===== config.mk =====
export PLATFORM = sky130hd
export DESIGN_NAME = booth_radix4_mult_flat
export DESIGN_NICKNAME = d
export VERILOG_FILES = /design/src/rtl/booth_pkg.sv /design/src/rtl/booth_radix4_mult_if.sv /design/src/rtl/booth_r4_recoder.sv /design/src/rtl/booth_radix4_mult.sv /design/src/flat_wrapper.sv
export SDC_FILE = /design/constraint.sdc
export NUM_CORES = 1
export LEC_CHECK = 0
export ABC_AREA = 1
export BUFFER_PORTS_ARGS = -buffer_cell sky130_fd_sc_hd__buf_2
export CAP_MARGIN = 10
export CORE_MARGIN = 4
export CORE_UTILIZATION = 63
export CTS_CLUSTER_SIZE = 25
export DETAILED_ROUTE_END_ITERATION = 16
export PLACE_DENSITY = 0.95
export RECOVER_POWER = 25
export SETUP_SLACK_MARGIN = 0.1
export SYNTH_ARGS = -nofsm -noshare
export SYNTH_HDL_FRONTEND = slang
export SYNTH_SLANG_ARGS = --single-unit

===== constraint.sdc =====
create_clock -name clk -period 6.5 [get_ports clk]
set_input_delay 1.3 -clock clk [delete_from_list [all_inputs] [get_ports clk]]
set_output_delay 1.3 -clock clk [all_outputs]
set_load 0.05 [all_outputs]

===== src/rtl/booth_pkg.sv =====
// Shared types and helpers for the radix-4 Booth multiplier.
package booth_pkg;

    // Controller states
    typedef enum logic [1:0] {
        IDLE = 2'd0,
        RUN  = 2'd1,
        DONE = 2'd2
    } state_e;

    // Booth recoding of one 3-bit multiplier window
    typedef enum logic [2:0] {
        ZERO = 3'd0,
        PM   = 3'd1,
        P2M  = 3'd2,
        MM   = 3'd3,
        M2M  = 3'd4
    } rop_e;

    // Extended operand width: W+1 rounded up to an even number of bits,
    // so an unsigned operand gets a zero sign bit and pairs divide evenly.
    function automatic int ext_width(input int w);
        return ((w + 2) / 2) * 2;
    endfunction

endpackage


===== src/rtl/booth_radix4_mult_if.sv =====
// Start/busy/done handshake and operand/product bus of the Booth multiplier.
interface booth_radix4_mult_if #(parameter int W = 8);
    logic           start;
    logic           signed_en;
    logic [W-1:0]   a;
    logic [W-1:0]   b;
    logic           ready;
    logic           busy;
    logic           done;
    logic [2*W-1:0] p;

    modport master (output start, signed_en, a, b,
                    input  ready, busy, done, p);
    modport slave  (input  start, signed_en, a, b,
                    output ready, busy, done, p);
endinterface


===== src/rtl/booth_r4_recoder.sv =====
// Radix-4 Booth recoder: 3-bit window {Q[1],Q[0],Q_1} -> operation and the
// matching accumulator-width addend (0, +M, +2M, -M, -2M).
module booth_r4_recoder
    import booth_pkg::*;
#(
    parameter int EW = 10
) (
    input  logic [2:0]    win,
    input  logic [EW-1:0] m,
    output rop_e          op,
    output logic [EW+1:0] addend
);
    localparam int AW = EW + 2;
    localparam logic [AW-1:0] ONE = AW'(1);

    logic [AW-1:0] m1;
    logic [AW-1:0] m2;

    // Two guard bits keep +/-2M representable in the accumulator
    assign m1 = {{2{m[EW-1]}}, m};
    assign m2 = {m1[AW-2:0], 1'b0};

    // Window decode
    always_comb begin
        case (win)
            3'b001, 3'b010: op = PM;
            3'b011:         op = P2M;
            3'b100:         op = M2M;
            3'b101, 3'b110: op = MM;
            default:        op = ZERO;
        endcase
    end

    // Addend select; negation is two's complement in accumulator width
    always_comb begin
        case (op)
            PM:      addend = m1;
            P2M:     addend = m2;
            MM:      addend = ~m1 + ONE;
            M2M:     addend = ~m2 + ONE;
            default: addend = '0;
        endcase
    end

endmodule


===== src/rtl/booth_radix4_mult.sv =====
// Sequential radix-4 Booth multiplier, 2 multiplier bits retired per clock.
// Optional macro BOOTH_EARLY_TERM_EN: finish early once the remaining
// multiplier bits would only recode to zero.
module booth_radix4_mult
    import booth_pkg::*;
#(
    parameter int W = 8
) (
    input logic                clk,
    input logic                reset,
    booth_radix4_mult_if.slave bus
);
    localparam int EW = ext_width(W);
    localparam int NI = EW / 2;
    localparam int CW = $clog2(NI + 1);
    localparam int AW = EW + 2;
    localparam int PW = 2 * W;
    localparam logic [CW-1:0] NI_C  = CW'(NI);
    localparam logic [CW-1:0] ONE_C = CW'(1);

    state_e         state_q, state_d;
    logic [AW-1:0]  acc_q,   acc_d;
    logic [EW-1:0]  m_q,     m_d;
    logic [EW-1:0]  q_q,     q_d;
    logic           q1_q,    q1_d;
    logic [CW-1:0]  cnt_q,   cnt_d;
    logic [PW-1:0]  p_q,     p_d;
    logic           done_q,  done_d;

    rop_e           rec_op;
    logic [AW-1:0]  addend;
    logic [AW-1:0]  sum;
    logic [AW+EW:0] step_sh;

    booth_r4_recoder #(.EW(EW)) u_rec (
        .win    ({q_q[1:0], q1_q}),
        .m      (m_q),
        .op     (rec_op),
        .addend (addend)
    );

    // One iteration: add the recoded multiple, then shift {A,Q,Q_1} right by 2
    always_comb begin
        sum     = (rec_op == ZERO) ? acc_q : acc_q + addend;
        step_sh = $signed({sum, q_q, q1_q}) >>> 2;
    end

`ifdef BOOTH_EARLY_TERM_EN
    logic [EW-1:0]   tail_mask;
    logic            tail_same;
    logic [AW+EW-1:0] skip_sh;

    // Unprocessed multiplier bits are the low 2*cnt bits of Q plus Q_1;
    // all-equal means every remaining window recodes to zero, so the rest
    // of the run collapses into one arithmetic shift.
    always_comb begin
        for (int i = 0; i < EW; i++) begin
            tail_mask[i] = (i < 2 * int'(cnt_q));
        end
        tail_same = (((q_q & tail_mask) == '0)        && !q1_q) ||
                    (((q_q & tail_mask) == tail_mask) &&  q1_q);
        skip_sh   = $signed({acc_q, q_q}) >>> {cnt_q, 1'b0};
    end
`endif

    // Controller and datapath next state
    always_comb begin
        state_d = state_q;
        acc_d   = acc_q;
        m_d     = m_q;
        q_d     = q_q;
        q1_d    = q1_q;
        cnt_d   = cnt_q;
        p_d     = p_q;
        done_d  = 1'b0;
        case (state_q)
            IDLE, DONE: begin
                if (bus.start) begin
                    // Extension bakes signed_en into the operands, so the
                    // mode itself need not be kept for the run.
                    m_d     = {{(EW-W){bus.signed_en & bus.a[W-1]}}, bus.a};
                    q_d     = {{(EW-W){bus.signed_en & bus.b[W-1]}}, bus.b};
                    acc_d   = '0;
                    q1_d    = 1'b0;
                    cnt_d   = NI_C;
                    state_d = RUN;
                end else if (state_q == DONE) begin
                    state_d = IDLE;
                end
            end
            RUN: begin
                if (cnt_q == '0) begin
                    p_d     = PW'({acc_q, q_q});
                    done_d  = 1'b1;
                    state_d = DONE;
                end
`ifdef BOOTH_EARLY_TERM_EN
                else if (tail_same) begin
                    {acc_d, q_d} = skip_sh;
                    q1_d         = 1'b0;
                    cnt_d        = '0;
                end
`endif
                else begin
                    {acc_d, q_d, q1_d} = step_sh;
                    cnt_d              = cnt_q - ONE_C;
                end
            end
            default: state_d = IDLE;
        endcase
    end

    // State registers with synchronous reset
    always_ff @(posedge clk) begin
        if (reset) begin
            state_q <= IDLE;
            acc_q   <= '0;
            m_q     <= '0;
            q_q     <= '0;
            q1_q    <= 1'b0;
            cnt_q   <= '0;
            p_q     <= '0;
            done_q  <= 1'b0;
        end else begin
            state_q <= state_d;
            acc_q   <= acc_d;
            m_q     <= m_d;
            q_q     <= q_d;
            q1_q    <= q1_d;
            cnt_q   <= cnt_d;
            p_q     <= p_d;
            done_q  <= done_d;
        end
    end

    assign bus.ready = (state_q == IDLE) || (state_q == DONE);
    assign bus.busy  = (state_q == RUN);
    assign bus.done  = done_q;
    assign bus.p     = p_q;

endmodule


===== src/flat_wrapper.sv =====
// flat-port wrapper written by rule: the top's interface ports become plain ports
module booth_radix4_mult_flat import booth_pkg::*;
#(
    parameter int W = 8
)
  (clk, reset, bus_start, bus_signed_en, bus_a, bus_b, bus_ready, bus_busy, bus_done, bus_p);
  booth_radix4_mult_if #(.W(W)) bus_i ();
  input logic clk;
  input logic reset;
  input wire logic [$bits(bus_i.start)-1:0] bus_start;
  input wire logic [$bits(bus_i.signed_en)-1:0] bus_signed_en;
  input wire logic [$bits(bus_i.a)-1:0] bus_a;
  input wire logic [$bits(bus_i.b)-1:0] bus_b;
  output wire logic [$bits(bus_i.ready)-1:0] bus_ready;
  output wire logic [$bits(bus_i.busy)-1:0] bus_busy;
  output wire logic [$bits(bus_i.done)-1:0] bus_done;
  output wire logic [$bits(bus_i.p)-1:0] bus_p;
  assign bus_i.start = bus_start;
  assign bus_i.signed_en = bus_signed_en;
  assign bus_i.a = bus_a;
  assign bus_i.b = bus_b;
  assign bus_ready = bus_i.ready;
  assign bus_busy = bus_i.busy;
  assign bus_done = bus_i.done;
  assign bus_p = bus_i.p;
  booth_radix4_mult #(.W(W)) u_core (.clk(clk), .reset(reset), .bus(bus_i));
endmodule

==> results of run 1 <==
## power by group through the flow
stage | clock [mW] | sequential, mW | combinational, mW
floorplan | 0 | 0.384 | 0.167
global placement | 0 | 0.367 | 0.224
global route | 0.210 | 0.363 | 0.261
detailed placement | 0 | 0.367 | 0.232
finish | 0.196 | 0.361 | 0.234
CTS | 0.194 | 0.360 | 0.234
## cell type report
type / instances / area share
clock inverters: 3 / 0.008148
repair buffers: 38 / 0.05148
inverters: 49 / 0.05519
well taps: 67 / 0.02481
multi-input cells: 312 / 0.5319
clock buffers: 5 / 0.02037
flip-flops and latches: 52 / 0.3081
## registers in the layout, summed over array words and instances (netlist names)
signal,flops
u_core.bus.done,1
u_core.q1_q,1
u_core.q_q,10
u_core.acc_q,10
u_core.state_q,2
u_core.bus.p,16
u_core.cnt_q,3
u_core.m_q,9
## worst paths after layout
check / startpoint / endpoint / slack, ns / cells past startpoint
setup / recovery: bus_start / u_core.q_q[4] / 3.18 / 7
hold / removal: u_core.q_q[3] / u_core.bus.p[3] / 0.48 / 2
setup reg to reg: u_core.m_q[0] / u_core.acc_q[6] / 3.58 / 16
hold reg to reg: u_core.q_q[3] / u_core.bus.p[3] / 0.48 / 2
## Yosys cell counts (2+ instances only)
library cell  count
nand2_1          86
dfxtp_1          52
inv_1            39
a21oi_1          38
o21ai_0          34
nor2_1           31
nand3_1          29
ha_1             14
a31oi_1          10
inv_2             9
clkbuf_1          7
xor2_1            7
nor2_4            6
nand2_2           5
nor3_1            4
o211ai_1          4
o22ai_1           4
xnor2_1           4
a221o_2           3
a221oi_2          3
buf_2             3
buf_6             3
o2111ai_1         3
o21ai_1           3
o21bai_1          3
a21o_1            2
nand3_2           2
nor2_2            2
## layer usage
layer / global-route usage / part of all wire / up-vias
met5: 0 / 0 / -
met4: 0.1154 / 0.032 / 0
met3: 0.04014 / 0.062 / 22
met2: 0.4358 / 0.48 / 151
met1: 0.3329 / 0.42 / 1428
li1: - / - / 1507
## cell families (layout without fill, tap and decap cells)
family | count (synthesis) | in the layout | share of synthesized area
fa+ha+maj | 15 | 15 | 0.06263
flops | 52 | 52 | 0.3340
simple gates | 174 | 174 | 0.2690
compound gates | 112 | 112 | 0.2172
buf+inv | 63 | 95 | 0.08631
xor+xnor | 11 | 11 | 0.03091
## worst min-delay path: cells and delay by family (launching register included)
| kind | cells | cell delay, ns |
|---|---|---|
| flops | 1 | 0.34 |
| simple gates | 2 | 0.10 |
## stage by stage
stage | total power [mW] | utilization | area, um^2 | instances
after floorplan | 0.5513 | - | 3117 | 427
after detailed placement | 0.5992 | 0.6958 | 3308 | 518
after global routing | 0.8339 | 0.7105 | 3378 | 526
after global placement | 0.5901 | 0.6958 | 3308 | 518
final | 0.7913 | 0.7105 | 3378 | 526
after CTS | 0.7876 | 0.7161 | 3405 | 526
==> flow_summary.toml, run 1 <==
[pwr]
p_comb_frac = 0.296
vdd_drop_max_mv = 0.2172
swShare = 0.3775
pwr-share-clk = 0.247
p_int_mw = 0.4925
pwr-share-seq = 0.457
powerDensity_mw_per_mm2 = 234.2
p_switching_mw = 0.2987
p_leak_nw = 1.494

[logic_synthesis]
async_flop_share = 0
synthDominantCellAreaShare = 0.3340
synth-seq-cells = 52
synthTopCellsByArea = "dfxtp_1 33%, nand2_1 10%, a21oi_1 6.1%, ha_1 5.6%, o21ai_0 5.5%"
ys_types = 45
yosysTopAreaCell = "dfxtp_1"
yosysSeqAreaShare = 0.3340
synth_edf_count = 0
syn_area_mm2 = 0.003117
synth_cells = 427
syn_area_per_cell_um2 = 7.299
syn_nets = 462
ys.flop_type = "dfxtp_1"
yosys_warnings = 0

[sta]
fin_ws_ns = 3.185
min_period_ns = 3.315
hold_slack_ns = 0.4777
tightest_slew_ns = 1.180
slew_viol_final = 0
fin_crit_sh = 0.5100
max-slew-margin-rel = 0.2102
rsz0062_at_grt = "false"
tns_ns = 0
setup_viol = 0
fmax_mhz = 301.7
fin_skew_ns = 0.01059
hold_viol = 0

[die]
rows = 25
die_x_um = 78.34
die_y_um = 78.34
design.die.area_mm2 = 0.006136
start_util = 0.6555
core-area_mm2 = 0.004755
num_io_pins = 39

[run_status]
outcome = "completed"

[route]
wl_per_cell_um = 14.81
ant_nets = 0
drtIter0Drc = 347
firstDrtPassIters = 5
drc = 0
wirelength_um = 7791
vias = 3108
vias_per_cell = 5.909

[grt]
grt_max_degree = 33
antenna_found_initial = 0
grt_usage = 0.2610
grt_pass1_vias = 2855
grt_overflow_total = 0
grt_pass1_wl_um = 13030

[critical_path]
crit_family = "simple AND/OR/NAND/NOR gates"
crit_path_end_kind = "flip-flop"
crit_buf_inv = 3
worst_path_max_delay_cell = "nor2_1"
crit_path_start_kind = "primary input"
crit_chain = "buf_2 > nand2_1 > inv_1 > nor2_1 > inv_2 > o21ai_0 > a31oi_1"
cp.required_ns = 6.70
crit_type = "primary input to flip-flop"
cpPeakStageDelay_ns = 0.93
critPathMaxFanout = 17
cp.arrival_ns = 3.51

[clock_network]
cts-root-buf = "clkbuf_8"
cts_tree = "yes"
cts.clk_slew.worst_paths_ns = 0.11
cts-buffers-inserted = 5
ctsResizeCount = 0
h-tree-depth = 2
cts_max_path_buffers = 2
post_cts.repair.setup_buffers = 0
cts_sinks = 52
cts-hold-fix-buffers = 0
clock_latency_ns = 0.31

[cells_and_area]
layout_commonest_cell = "nand2_1"
fillers = 371
layout.nets = 493
layout-drive-gt1-share = 0.1525
final_cell_mix = "87 x nand2_1, 52 x dfxtp_1, 39 x inv_1, 38 x a21oi_1, 34 x o21ai_0"
multi_input_area_mm2 = 0.001797
antenna_cells = 0
ff_latch_area_mm2 = 0.001041
area_growth_syn_to_layout_pct = 8.390

[placement]
post-place-ws_ns = 3.693
place_hpwl_um = 5823
port_buffers = 38
gp_congestion = 0.9832

[hold_path]
hold_class = "flip-flop to flip-flop"

[run]
maxCapViolCount = 0
Note: power is estimated with default switching activity, not from simulation.
==> run 2: changes to the inputs <==
--- a/config.mk
+++ b/config.mk
@@ -5,14 +5,14 @@
 export SDC_FILE = /design/constraint.sdc
 export NUM_CORES = 1
 export LEC_CHECK = 0
-export ABC_AREA = 1
+export ABC_AREA = 0
 export BUFFER_PORTS_ARGS = -buffer_cell sky130_fd_sc_hd__buf_2
 export CAP_MARGIN = 10
 export CORE_MARGIN = 4
-export CORE_UTILIZATION = 63
+export CORE_UTILIZATION = 53
 export CTS_CLUSTER_SIZE = 25
 export DETAILED_ROUTE_END_ITERATION = 16
-export PLACE_DENSITY = 0.95
+export PLACE_DENSITY = 0.89
 export RECOVER_POWER = 25
 export SETUP_SLACK_MARGIN = 0.1
 export SYNTH_ARGS = -nofsm -noshare
==> constraint.sdc (replaced) <==
create_clock -name clk -period 2.94 [get_ports clk]
set_input_delay 0.588 -clock clk [delete_from_list [all_inputs] [get_ports clk]]
set_output_delay 0.588 -clock clk [all_outputs]
set_load 0.05 [all_outputs]
==> run 2 against run 1 <==
  * Sequential power increased by 120%
  * Routed wire length increased by 13%
  * Area after synthesis increased by 2.3%
  * Combinational power increased to 2.6 times the previous value
  * Largest cell class unchanged
==> flow_summary.toml, run 2 <==
[run_status]
outcome = "completed"

[critical_path]
cpPeakStageDelay_ns = 0.39
crit_type = "flip-flop to flip-flop"
crit_chain = "inv_1 > ha_2 > buf_4 > nand2_1 > nand2_1 > xnor2_1 > a21oi_1 > o211ai_1 > ha_1 > nor2_1 > o21ai_2 > o21ai_2 > xor2_1 > nor2_1 > a211oi_1 > nor3_1"
crit_path_start_kind = "flip-flop"
cp.arrival_ns = 3.10
cp.required_ns = 3.13
crit_path_end_kind = "flip-flop"
critPathMaxFanout = 6
worst_path_max_delay_cell = "dfxtp_4"

[clock_network]
cts_tree = "yes"
cts_sinks = 52
cts_max_path_buffers = 2
cts-buffers-inserted = 5
clock_latency_ns = 0.31
h-tree-depth = 2
cts-root-buf = "clkbuf_8"
cts-hold-fix-buffers = 0
cts.clk_slew.worst_paths_ns = 0.10

[sta]
rsz0062_at_grt = "true"
tightest_slew_ns = 0.8458
fmax_mhz = 343.0
hold_viol = 0
max-slew-margin-rel = 0.4350
fin_ws_ns = 0.02471
slew_viol_final = 0
fin_crit_sh = 0.9916
setup_viol = 0
fin_skew_ns = 0.01111
min_period_ns = 2.915

[route]
drc = 0
firstDrtPassIters = 5
wl_per_cell_um = 15.65
drtIter0Drc = 272
wirelength_um = 8811
ant_nets = 0
vias_per_cell = 5.885
vias = 3313

[cells_and_area]
largest_register_ffs = 16
area_growth_syn_to_layout_pct = 23.62
ff_latch_area_mm2 = 0.001054
layout-drive-gt1-share = 0.2525
instances_no_fill = 563
multi_input_area_mm2 = 0.002137
fillers = 460
final_cell_mix = "92 x nand2_1, 46 x dfxtp_1, 43 x a21oi_1, 42 x nor2_1, 36 x buf_4"
antenna_cells = 0
layout.nets = 525
layout_commonest_cell = "nand2_1"

[logic_synthesis]
synth_cells = 432
syn_nets = 467
yosys_warnings = 0
syn_area_mm2 = 0.003189
ys_types = 58
yosysMostFrequentCell = "nand2_1"
ys.flop_type = "dfxtp_1"
syn_area_per_cell_um2 = 7.383
async_flop_share = 0
yosys-top-cells-count = "93 x nand2_1, 52 x dfxtp_1, 47 x a21oi_1"
yosysTopAreaCell = "dfxtp_1"
synth-seq-cells = 52
synthDominantCellAreaShare = 0.3264
yosysSeqAreaShare = 0.3264
synth_edf_count = 0
synthTopCellsByArea = "dfxtp_1 33%, nand2_1 11%, a21oi_1 7.4%, ha_1 5.5%, nor2_1 5.2%"

[pwr]
powerDensity_mw_per_mm2 = 483.4
power_mw = 1.906
p_leak_nw = 1.598
vdd_drop_max_mv = 0.3943

[placement]
post-place-ws_ns = -0.01808
dp_cells = 553
gp_congestion = 0.9196
place_hpwl_um = 6240
port_buffers = 38

[die]
die_x_um = 85.57
core-area_mm2 = 0.005675
start_util = 0.5619
num_io_pins = 39
die_y_um = 85.57
rows = 27
design.die.area_mm2 = 0.007322

[grt]
grt_pass1_wl_um = 14030
grt_usage = 0.2343
grt_max_degree = 53
antenna_found_initial = 0
grt_overflow_total = 0
grt_pass1_vias = 3081

[run]
maxCapViolCount = 0

[hold_path]
hold_class = "flip-flop to flip-flop"
## run 2: cell count changes in the layout (fill, tap and decap cells not counted), sizes merged, moves of 4 or more
cell    delta
clkbuf     -5
nor3       +6
inv       -36
o21ai     -21
buf       +45
nand3     -22
xnor2      +9
or3        +6
a21oi      +8
a311oi     +8
nor2b      +6
a211oi     +9
nand2b     +5
nor2       +4
## run 2: what timing repair did
action	4_1_cts	5_1_grt
resized for setup	6	35
buffers inserted	1	1
pin swaps	3	12
endpoints found under the setup margin	4	8
## run 2: stage by stage
step                  util  area, um^2  hold slack (ns)  setup TNS (ns)
global route        0.6947        3943           0.4813         -0.1218
global placement    0.6426        3647           0.4392               0
detailed placement  0.6426        3647           0.4432        -0.01808
CTS                 0.6667        3784           0.4571               0
floorplan                -        3191           0.4367               0
finish              0.6947        3943           0.4567               0
## run 2: layout make-up
cell class,count,area share
clock buffer,5,0.01745
clock inverter,3,0.01174
inverter,13,0.01238
multi-input combinational,340,0.5421
sequential,52,0.2672
tap,72,0.02285
timing repair buffer,78,0.1263
## run 2: final timing paths
kind                          from                to  slack, ns  cells after the start
setup / recovery     u_core.m_q[0]   u_core.acc_q[5]       0.02                     16
hold / removal    u_core.bus.p[11]  u_core.bus.p[11]       0.46                      2
setup reg to reg     u_core.m_q[0]   u_core.acc_q[5]       0.02                     16
hold reg to reg   u_core.bus.p[11]  u_core.bus.p[11]       0.46                      2
## run 2: cell families after synthesis
logic type	Yosys count	share of synthesized area
simple gates	186	0.2589
compound gates	117	0.2354
flops	52	0.3264
buf+inv	40	0.05296
xor+xnor	18	0.05179
fa+ha+maj	15	0.06120
mux	4	0.01334
## run 2: layer usage
metal,wire (um),part of all wire,global-route usage
met1,3648,0.41,0.2931
met2,4336,0.49,0.3997
met3,588,0.067,0.04419
met4,237,0.027,0.08777
met5,0,0,0
## run 2: where the power goes
part | total (mW) | switching, mW | leakage (nW) | internal (mW)
registers | 0.785 | 0.0410 | 0.427 | 0.744
logic | 0.612 | 0.359 | 1.12 | 0.253
clock network | 0.508 | 0.252 | 0.0548 | 0.257
## run 2: critical path: cells and delay by family, from the launching register on
family	cells	cell delay [ns]
buf+inv	2	0.22
xor+xnor	2	0.38
fa+ha+maj	2	0.53
compound gates	5	0.74
simple gates	5	0.54
flops	1	0.39
